### config.mk
export PLATFORM = sky130hd
export DESIGN_NAME = fetch_stage
export DESIGN_NICKNAME = d
export VERILOG_FILES = /design/src/rtl/fetch_stage.sv
export SDC_FILE = /design/constraint.sdc
export NUM_CORES = 1
export LEC_CHECK = 0
export BUFFER_PORTS_ARGS = -buffer_cell sky130_fd_sc_hd__buf_2
export CAP_MARGIN = 10
export CORE_UTILIZATION = 31
export DETAILED_ROUTE_END_ITERATION = 10
export HOLD_SLACK_MARGIN = 0.12
export PLACE_DENSITY = 0.59
export SYNTH_ARGS = -nofsm -noshare
export SYNTH_HDL_FRONTEND = slang
export SYNTH_SLANG_ARGS = --single-unit
### constraint.sdc
create_clock -name clk -period 3.8 [get_ports clk]
set_input_delay 0.38 -clock clk [delete_from_list [all_inputs] [get_ports clk]]
set_output_delay 0.38 -clock clk [all_outputs]
set_load 0.01 [all_outputs]
### src/rtl/fetch_stage.sv
// IF stage and IF/ID register: owns the PC, fetches over a req/gnt/rvalid port, one request in flight.
// Optional FETCH_PERF_EN adds perf_fetched/perf_bubbles counters of IF/ID loads.
module fetch_stage #(
    parameter logic [31:0] RESET_PC  = 32'h0000_0000,
    parameter logic [31:0] NOP_INSTR = 32'h0000_0013
) (
    input  logic        clk,
    input  logic        rst_n,
    input  logic        StallF,
    input  logic        StallD,
    input  logic        PCSrc_E,
    input  logic [31:0] PCTarget_E,
    output logic        imem_req,
    output logic [31:0] imem_addr,
    input  logic        imem_gnt,
    input  logic        imem_rvalid,
    input  logic [31:0] imem_rdata,
    output logic [31:0] instr_D,
    output logic [31:0] pc_D,
    output logic [31:0] pcplus4_D,
    output logic        valid_D
`ifdef FETCH_PERF_EN
    ,
    output logic [31:0] perf_fetched,
    output logic [31:0] perf_bubbles
`endif
);

    localparam int unsigned XLEN = 32;

    typedef enum logic [1:0] {
        S_IDLE = 2'd0,
        S_WAIT = 2'd1,
        S_HOLD = 2'd2
    } state_t;

    state_t            r_state;
    state_t            w_state_nxt;

    logic [XLEN-1:0]   r_pc_f;
    logic [XLEN-1:0]   r_tag;
    logic [XLEN-1:0]   r_buf_instr;
    logic [XLEN-1:0]   r_buf_pc;
    logic              r_buf_valid;
    logic              r_kill;
    logic [XLEN-1:0]   r_instr_d;
    logic [XLEN-1:0]   r_pc_d;
    logic [XLEN-1:0]   r_pcplus4_d;
    logic              r_valid_d;

    logic [XLEN-1:0]   w_pc_nxt;
    logic [XLEN-1:0]   w_tag_nxt;
    logic [XLEN-1:0]   w_buf_instr_nxt;
    logic [XLEN-1:0]   w_buf_pc_nxt;
    logic              w_buf_valid_nxt;
    logic              w_kill_nxt;
    logic              w_ifid_ld;
    logic              w_bubble;
    logic [XLEN-1:0]   w_ifid_instr;
    logic [XLEN-1:0]   w_ifid_pc;
    logic [XLEN-1:0]   w_ifid_pc4;
    logic              w_ifid_valid;

    logic              w_req;
    logic              w_grant;
    logic [XLEN-1:0]   w_target;

    // Request is suppressed while in reset so the port is quiet until rst_n releases.
    assign w_req    = rst_n && (r_state == S_IDLE) && !r_buf_valid && !StallF && !PCSrc_E;
    assign w_grant  = w_req && imem_gnt;
    assign w_target = PCTarget_E & ~XLEN'(3);

    assign imem_req  = w_req;
    assign imem_addr = r_pc_f;
    assign instr_D   = r_instr_d;
    assign pc_D      = r_pc_d;
    assign pcplus4_D = r_pcplus4_d;
    assign valid_D   = r_valid_d;

    always_ff @(posedge clk or negedge rst_n) begin
        if (!rst_n) begin
            r_state <= S_IDLE;
        end else begin
            r_state <= w_state_nxt;
        end
    end

    // Next state, PC/buffer updates and IF/ID load selection; redirect overrides everything.
    always_comb begin
        w_state_nxt     = r_state;
        w_pc_nxt        = r_pc_f;
        w_tag_nxt       = r_tag;
        w_buf_instr_nxt = r_buf_instr;
        w_buf_pc_nxt    = r_buf_pc;
        w_buf_valid_nxt = r_buf_valid;
        w_kill_nxt      = r_kill;
        w_ifid_ld       = 1'b0;
        w_bubble        = 1'b0;
        w_ifid_instr    = r_instr_d;
        w_ifid_pc       = r_pc_d;
        w_ifid_pc4      = r_pcplus4_d;
        w_ifid_valid    = r_valid_d;

        if (PCSrc_E) begin
            w_pc_nxt        = w_target;
            w_buf_valid_nxt = 1'b0;
            w_bubble        = 1'b1;
            case (r_state)
                S_HOLD: w_state_nxt = S_IDLE;
                S_WAIT: begin
                    if (imem_rvalid) begin
                        w_state_nxt = S_IDLE;
                        w_kill_nxt  = 1'b0;
                    end else begin
                        w_kill_nxt  = 1'b1;
                    end
                end
                default: w_state_nxt = S_IDLE;
            endcase
        end else begin
            case (r_state)
                S_IDLE: begin
                    if (w_grant) begin
                        w_pc_nxt    = r_pc_f + XLEN'(4);
                        w_tag_nxt   = r_pc_f;
                        w_state_nxt = S_WAIT;
                    end
                    w_bubble = !StallD;
                end
                S_WAIT: begin
                    if (imem_rvalid) begin
                        if (r_kill) begin
                            w_kill_nxt  = 1'b0;
                            w_state_nxt = S_IDLE;
                            w_bubble    = !StallD;
                        end else if (!StallD) begin
                            w_ifid_ld    = 1'b1;
                            w_ifid_instr = imem_rdata;
                            w_ifid_pc    = r_tag;
                            w_ifid_pc4   = r_tag + XLEN'(4);
                            w_ifid_valid = 1'b1;
                            w_state_nxt  = S_IDLE;
                        end else begin
                            w_buf_instr_nxt = imem_rdata;
                            w_buf_pc_nxt    = r_tag;
                            w_buf_valid_nxt = 1'b1;
                            w_state_nxt     = S_HOLD;
                        end
                    end else begin
                        w_bubble = !StallD;
                    end
                end
                S_HOLD: begin
                    if (!StallD) begin
                        w_ifid_ld       = 1'b1;
                        w_ifid_instr    = r_buf_instr;
                        w_ifid_pc       = r_buf_pc;
                        w_ifid_pc4      = r_buf_pc + XLEN'(4);
                        w_ifid_valid    = 1'b1;
                        w_buf_valid_nxt = 1'b0;
                        w_state_nxt     = S_IDLE;
                    end
                end
                default: w_state_nxt = S_IDLE;
            endcase
        end

        // A bubble keeps pc_D/pcplus4_D and only replaces instruction and valid.
        if (w_bubble) begin
            w_ifid_ld    = 1'b1;
            w_ifid_instr = NOP_INSTR;
            w_ifid_pc    = r_pc_d;
            w_ifid_pc4   = r_pcplus4_d;
            w_ifid_valid = 1'b0;
        end
    end

    always_ff @(posedge clk or negedge rst_n) begin
        if (!rst_n) begin
            r_pc_f      <= RESET_PC;
            r_tag       <= '0;
            r_buf_instr <= '0;
            r_buf_pc    <= '0;
            r_buf_valid <= 1'b0;
            r_kill      <= 1'b0;
        end else begin
            r_pc_f      <= w_pc_nxt;
            r_tag       <= w_tag_nxt;
            r_buf_instr <= w_buf_instr_nxt;
            r_buf_pc    <= w_buf_pc_nxt;
            r_buf_valid <= w_buf_valid_nxt;
            r_kill      <= w_kill_nxt;
        end
    end

    always_ff @(posedge clk or negedge rst_n) begin
        if (!rst_n) begin
            r_instr_d   <= NOP_INSTR;
            r_pc_d      <= '0;
            r_pcplus4_d <= '0;
            r_valid_d   <= 1'b0;
        end else if (w_ifid_ld) begin
            r_instr_d   <= w_ifid_instr;
            r_pc_d      <= w_ifid_pc;
            r_pcplus4_d <= w_ifid_pc4;
            r_valid_d   <= w_ifid_valid;
        end
    end

`ifdef FETCH_PERF_EN
    logic [XLEN-1:0] r_perf_fetched;
    logic [XLEN-1:0] r_perf_bubbles;

    // Counts every IF/ID load, split by whether it carried a real instruction.
    always_ff @(posedge clk or negedge rst_n) begin
        if (!rst_n) begin
            r_perf_fetched <= '0;
            r_perf_bubbles <= '0;
        end else if (w_ifid_ld) begin
            if (w_ifid_valid) begin
                r_perf_fetched <= r_perf_fetched + XLEN'(1);
            end else begin
                r_perf_bubbles <= r_perf_bubbles + XLEN'(1);
            end
        end
    end

    assign perf_fetched = r_perf_fetched;
    assign perf_bubbles = r_perf_bubbles;
`else
    // Performance counters not built.
`endif

endmodule
; ---- Word-level counts from Yosys, hierarchy flattened
; Index checks and enable logic that the tools add are counted.
[totals]
ff_bits = 229
inputBits = 71
output_inout_bits = 130
word_cells = 114
[op_classes]
add_sub_neg = 3
eq_ne = 16
n_mux = 56
bitwise_logic = 3
n_reduce_logical = 25
[ops]
columns = operator, n
row1 = $mux W32, 17
row2 = $pmux W32 S2, 3
row3 = $add A32 B3 Y32 const B, 3
row4 = $ne A3 B3 Y1 const B, 9
row5 = $mux W1, 23
row6 = $mux W2, 8
row7 = $reduce_and A5 Y1, 3
row8 = $ne A2 B2 Y1 const B, 4
row9 = $pmux W1 S2, 4
row10 = $reduce_and A8 Y1, 1
row11 = $reduce_bool A2 Y1, 4
row12 = $reduce_and A7 Y1, 1
row13 = $pmux W2 S3, 1
row14 = $reduce_and A3 Y1, 2
row15 = $reduce_bool A3 Y1, 2
row16 = $logic_and A1 B1 Y1, 5
row17 = $logic_not A1 Y1, 4
row18 = $reduce_and A2 Y1, 2
row19 = $not A1 Y1, 3
row20 = $eq A2 B1 Y1 const B, 1
row21 = $eq A2 B2 Y1 const B, 1
row22 = $logic_not A2 Y1, 1
row23 = $ne A2 B1 Y1 const B, 1

; ---- Logic depth before layout (Yosys ltp)
[logic_depth]
word_depth = 9
ltp_mapped = 12
depth_no_buf = 8

; ---- Worst setup path before layout
; OpenSTA, ideal clock, no wires.
[synth_timing]
kind = flip-flop to flip-flop
start = register r_state[0]
end = register r_pcplus4_d[22] (netlist: pcplus4_D[22])
setup_time_ns = 0.126
arrival_ns = 2.837
required_ns = 3.674
path_slack_ns = 0.837
path_stages_with_launch = 13
path_buffers = 4
synth_period_minus_slack_ns = 2.963
cell_sequence = dfrtp_1 > inv_1 > ha_1 > buf_6 > buf_6 > buf_2 > buf_2 > mux2_2 > ha_1 > o211a_1 > nand2_1 > o311a_1 > a221o_1
[synth_between]
elab_chain_cells = 5
elab_cells_between_ends = 16
cone_classes = eq/ne (6) / mux (6) / bitwise (1) / reduce/logical (3)
[synth_rtl]
columns = element, line_no
row1 = from (decl), 37  ; state_t r_state;
row2 = from (signal assigned), 84  ; r_state <= w_state_nxt;
row3 = $eq A2 B2 Y1 (tied with other cells), 121  ; case (r_state)
row4 = $pmux W1 S2, 121
row5 = $mux W1, 104  ; if (PCSrc_E) begin
row6 = $mux W1 or $not A1 Y1 (tied branches), -
row7 = $reduce_and A8 Y1 (no line), -
row8 = to (signal assigned), 205  ; r_pcplus4_d <= w_ifid_pc4;
row9 = to (decl), 48  ; logic [XLEN-1:0] r_pcplus4_d;
; Parallel ways exist; a longest one is shown, timed or not.
; A chain may end at the register's enable or synchronous reset.

; ---- Worst setup path in the final report
[layout_timing]
start = register r_state[0]
end = register r_pc_f[30] (netlist: imem_addr[30])
[layout_between]
elab_chain_cells = 8
elab_cells_between_ends = 9
cone_classes = reduce/logical (9)
[layout_rtl]
columns = element, line_no
row1 = $logic_not A2 Y1 (*), "69, 121"
row2 = $logic_and A1 B1 Y1 (4 in a row), 69  ; assign w_req = rst_n && (r_state == S_IDLE) && !r_buf_valid && !StallF && !PCSrc_E;
row3 = $logic_and A1 B1 Y1, 70  ; assign w_grant = w_req && imem_gnt;
row4 = $reduce_bool A2 Y1 (no line), -
row5 = $reduce_and A2 Y1 (no line) (*), -
row6 = to (signal assigned), 187  ; r_pc_f <= w_pc_nxt;
row7 = to (decl), 40  ; logic [XLEN-1:0] r_pc_f;
; Every way passes the cells marked *; elsewhere a longest branch is shown, timed or not.

==> results.py <==
metrics = {
    "critical_path": {
        "cp.required_ns": 4.21,
        "end_kind": "flop",
        "critPathKind": "flop to flop",
        "crit_arrival_ns": 3.31,
        "path_max_fanout": 30,
        "cp-start-kind": "flop",
    },
    "sta": {
        "rsz0062_at_grt": "no",
        "drv_slew": 0,
        "fmax_mhz": 344,
        "finalCritPeriodShare_pct": 76.4,
        "clock_skew_ns": 0.0243,
        "min_period_ns": 2.90,
        "setup_violations": 0,
        "tightest_slew_ns": 0.908,
        "finalHoldViolations": 0,
        "finalSetupTns_ns": 0,
        "relSlewSlack_pct": 39.5,
    },
    "hold_path": {
        "worstHoldPathType": "primary input to flop",
    },
    "placement": {
        "gp_congestion": 0.829,
        "dpl.hpwl_um": 19300,
        "place_inst": 1604,
        "numPortBuffers": 192,
        "postPlaceCellArea_sq_um": 11900,
    },
    "synth": {
        "synth-edff-count": 0,
        "syn_area_per_cell_sq_um": 10.3,
        "synth.most_common_cell": "nand2_1",
        "yosys_warnings": 0,
        "ys.flop_type": "dfrtp_1",
        "yosys-top-cells-area": "dfrtp_1 (52%), mux2_2 (8.5%), nand2_1 (8.1%), mux2i_1 (4.9%), o21ai_0 (4.2%)",
        "yosysTopAreaCell": "dfrtp_1",
        "syn_area_sq_um": 10500,
        "synth-seq-cells": 219,
        "synth_cell_type_count": 66,
        "yosysSeqAreaShare_pct": 52.4,
        "async_flop_share_pct": 100,
        "synthTopCellsByCount": "nand2_1 (225), dfrtp_1 (216), o21ai_0 (87), mux2_2 (79), mux2i_1 (51)",
        "synth.top_cell.area_share_pct": 51.7,
        "syn_inst": 1011,
    },
    "drt": {
        "drtAntennaViolNets": 0,
        "drt_iter0_markers": 562,
        "drt-vias-per-instance": 4.91,
        "postRouteWirelength_um": 28200,
        "drt_pass1_iterations": 5,
        "dr_total_vias": 8407,
        "wl_per_cell_um": 16.4,
        "drc_errors": 0,
    },
    "floorplanning": {
        "dieWidth_um": 186,
        "core_sq_um": 32900,
        "initial_core_util_pct": 31.8,
        "io_pins": 201,
        "die-area_sq_um": 34500,
        "rows": 66,
        "die_h_um": 186,
    },
    "power": {
        "power_leakage_nw": 6.45,
        "ir_drop_mv": 0.322,
        "p_per_area_nw_per_um2": 462,
    },
    "clock_tree": {
        "clk_root_buffer_cell": "clkbuf_16",
        "cts_resized": 0,
        "cts_tree": "built",
        "cts_max_level": 1,
        "cts_sinks": 219,
        "ctsHoldBuffers": 61,
        "insertion_delay_ns": 0.54,
        "cts_setup_buffers": 0,
        "cts_buffers": 26,
        "ctsLongestPathBuffers": 3,
        "path_clk_slew_ns": 0.06,
    },
    "grt": {
        "grt_first_pass_wirelength_um": 45500,
        "antenna_found_initial": 0,
        "track_usage_pct": 16.5,
        "grt_start_max_net_pins": 166,
        "grt_pass1_vias": 8315,
        "overflow": 0,
    },
    "finish": {
        "area_delta_synth_final_pct": 28.5,
        "drive_above_1_share_pct": 28.1,
        "fillerInstances": 3270,
        "instances_no_fill": 1713,
        "nets": 1328,
        "fin_area_sq_um": 13400,
        "num_antenna_cells": 0,
    },
    "run_status": {
        "outcome": "finished, final reports clean",
    },
    "flow_run": {
        "maxCapViolCount": 0,
    },
}
## routing by layer
| layer | GRT usage, % | vias up | wire length [um] |
|---|---|---|---|
| li1 | - | 4067 | - |
| met1 | 24.3 | 4054 | 14000 |
| met2 | 25.0 | 256 | 11900 |
| met3 | 3.17 | 30 | 1760 |
| met4 | 3.61 | 0 | 482 |
| met5 | 0 | - | 0 |
## stage by stage
stage / utilization (%) / hold WS, ns / worst slack, ns / power (mW)
final: 40.9 / 0.147 / 0.897 / 6.21
after global routing: 40.9 / 0.182 / 0.598 / 6.52
after detailed placement: 36.1 / 0.205 / 0.917 / 3.44
after CTS: 40.9 / 0.124 / 0.931 / 6.30
after global placement: 36.1 / 0.202 / 0.995 / 3.42
after floorplan: - / 0.0844 / 0.837 / 3.13
## state kept, by name (all words and copies together) (netlist names), 2 cells and up
name	flops
r_tag	30
r_buf_instr	32
imem_addr	30
r_buf_pc	30
pc_D	30
instr_D	32
pcplus4_D	30
r_state	2
## path summary, 6_finish.rpt
check / startpoint / endpoint / slack [ns] / cells past startpoint
setup / recovery: r_state[0] / imem_addr[30] / 0.90 / 7
hold / removal: PCTarget_E[28] / imem_addr[28] / 0.15 / 3
setup reg to reg: r_state[0] / imem_addr[30] / 0.90 / 7
hold reg to reg: pc_D[3] / pc_D[3] / 0.47 / 2
max in group asynchronous: rst_n / imem_addr[20] / 2.41 / 3
min in group asynchronous: rst_n / instr_D[24] / 0.24 / 2
## logic make-up (layout without fill, tap and decap cells)
group                      count (synthesis)  count (layout)  share of synthesized area (%)
AOI/OAI and AO/OA                        178             178                           11.2
xor gates and xnor gates                  21              21                           1.76
adders and majority gates                  6               6                          0.718
buffers and inverters                     76             331                           3.55
DFF                                      219             219                           52.4
muxes                                    130             130                           13.4
other                                      1               6                         0.0359
and+or+nand+nor                          380             380                           16.9
## area by class of cell
cell class                 count  area, sq um  share of cell area [%]
sequential                   219         5480                    40.8
multi-input combinational    721         4650                    34.6
timing repair buffer         272         1750                    13.0
clock buffer                  35          734                    5.46
tap                          442          553                    4.11
clock inverter                13          231                    1.72
inverter                      11         41.3                   0.307
## cell usage in the layout, fill, tap and decap left out, types with 4 or more instances in the layout
cell	count
dlygate4sd3_1	61
and3_1	9
o311ai_0	9
nand3_1	39
nor3b_1	4
and2_1	4
o211ai_1	10
nand2_1	224
buf_2	191
clkbuf_1	4
or4_1	12
inv_1	11
a21oi_1	18
nor4_1	6
a221o_1	10
nand4_1	14
conb_1	6
dfrtp_1	216
nor2_1	25
nor3_1	10
xnor2_1	17
buf_4	17
mux2_2	79
bufinv_16	6
nand2b_1	4
o21ai_0	87
clkinv_2	4
ha_1	5
xor2_1	4
mux2i_1	51
a22oi_1	9
clkbuf_16	26
a21o_1	4
or3_1	4
clkbuf_8	5
## report_power, final
part / internal [mW] / total, mW / leakage, nW / switching, mW
Sequential: 2.53 / 2.76 / 2.94 / 0.227
Combinational: 0.330 / 0.692 / 3.04 / 0.362
Clock: 1.76 / 2.76 / 0.469 / 1.00
Total: 4.62 / 6.21 / 6.45 / 1.59
## critical path, cell delays in order, from the launching register on
cell	delay (ns)
dfrtp_1	0.40
inv_1	0.15
ha_1	0.21
nor4bb_1	0.58
nand3_2	0.59
nand2_1	0.38
o21ai_0	0.15
a221o_1	0.31
No activity file was read; power rests on OpenSTA's default activity.
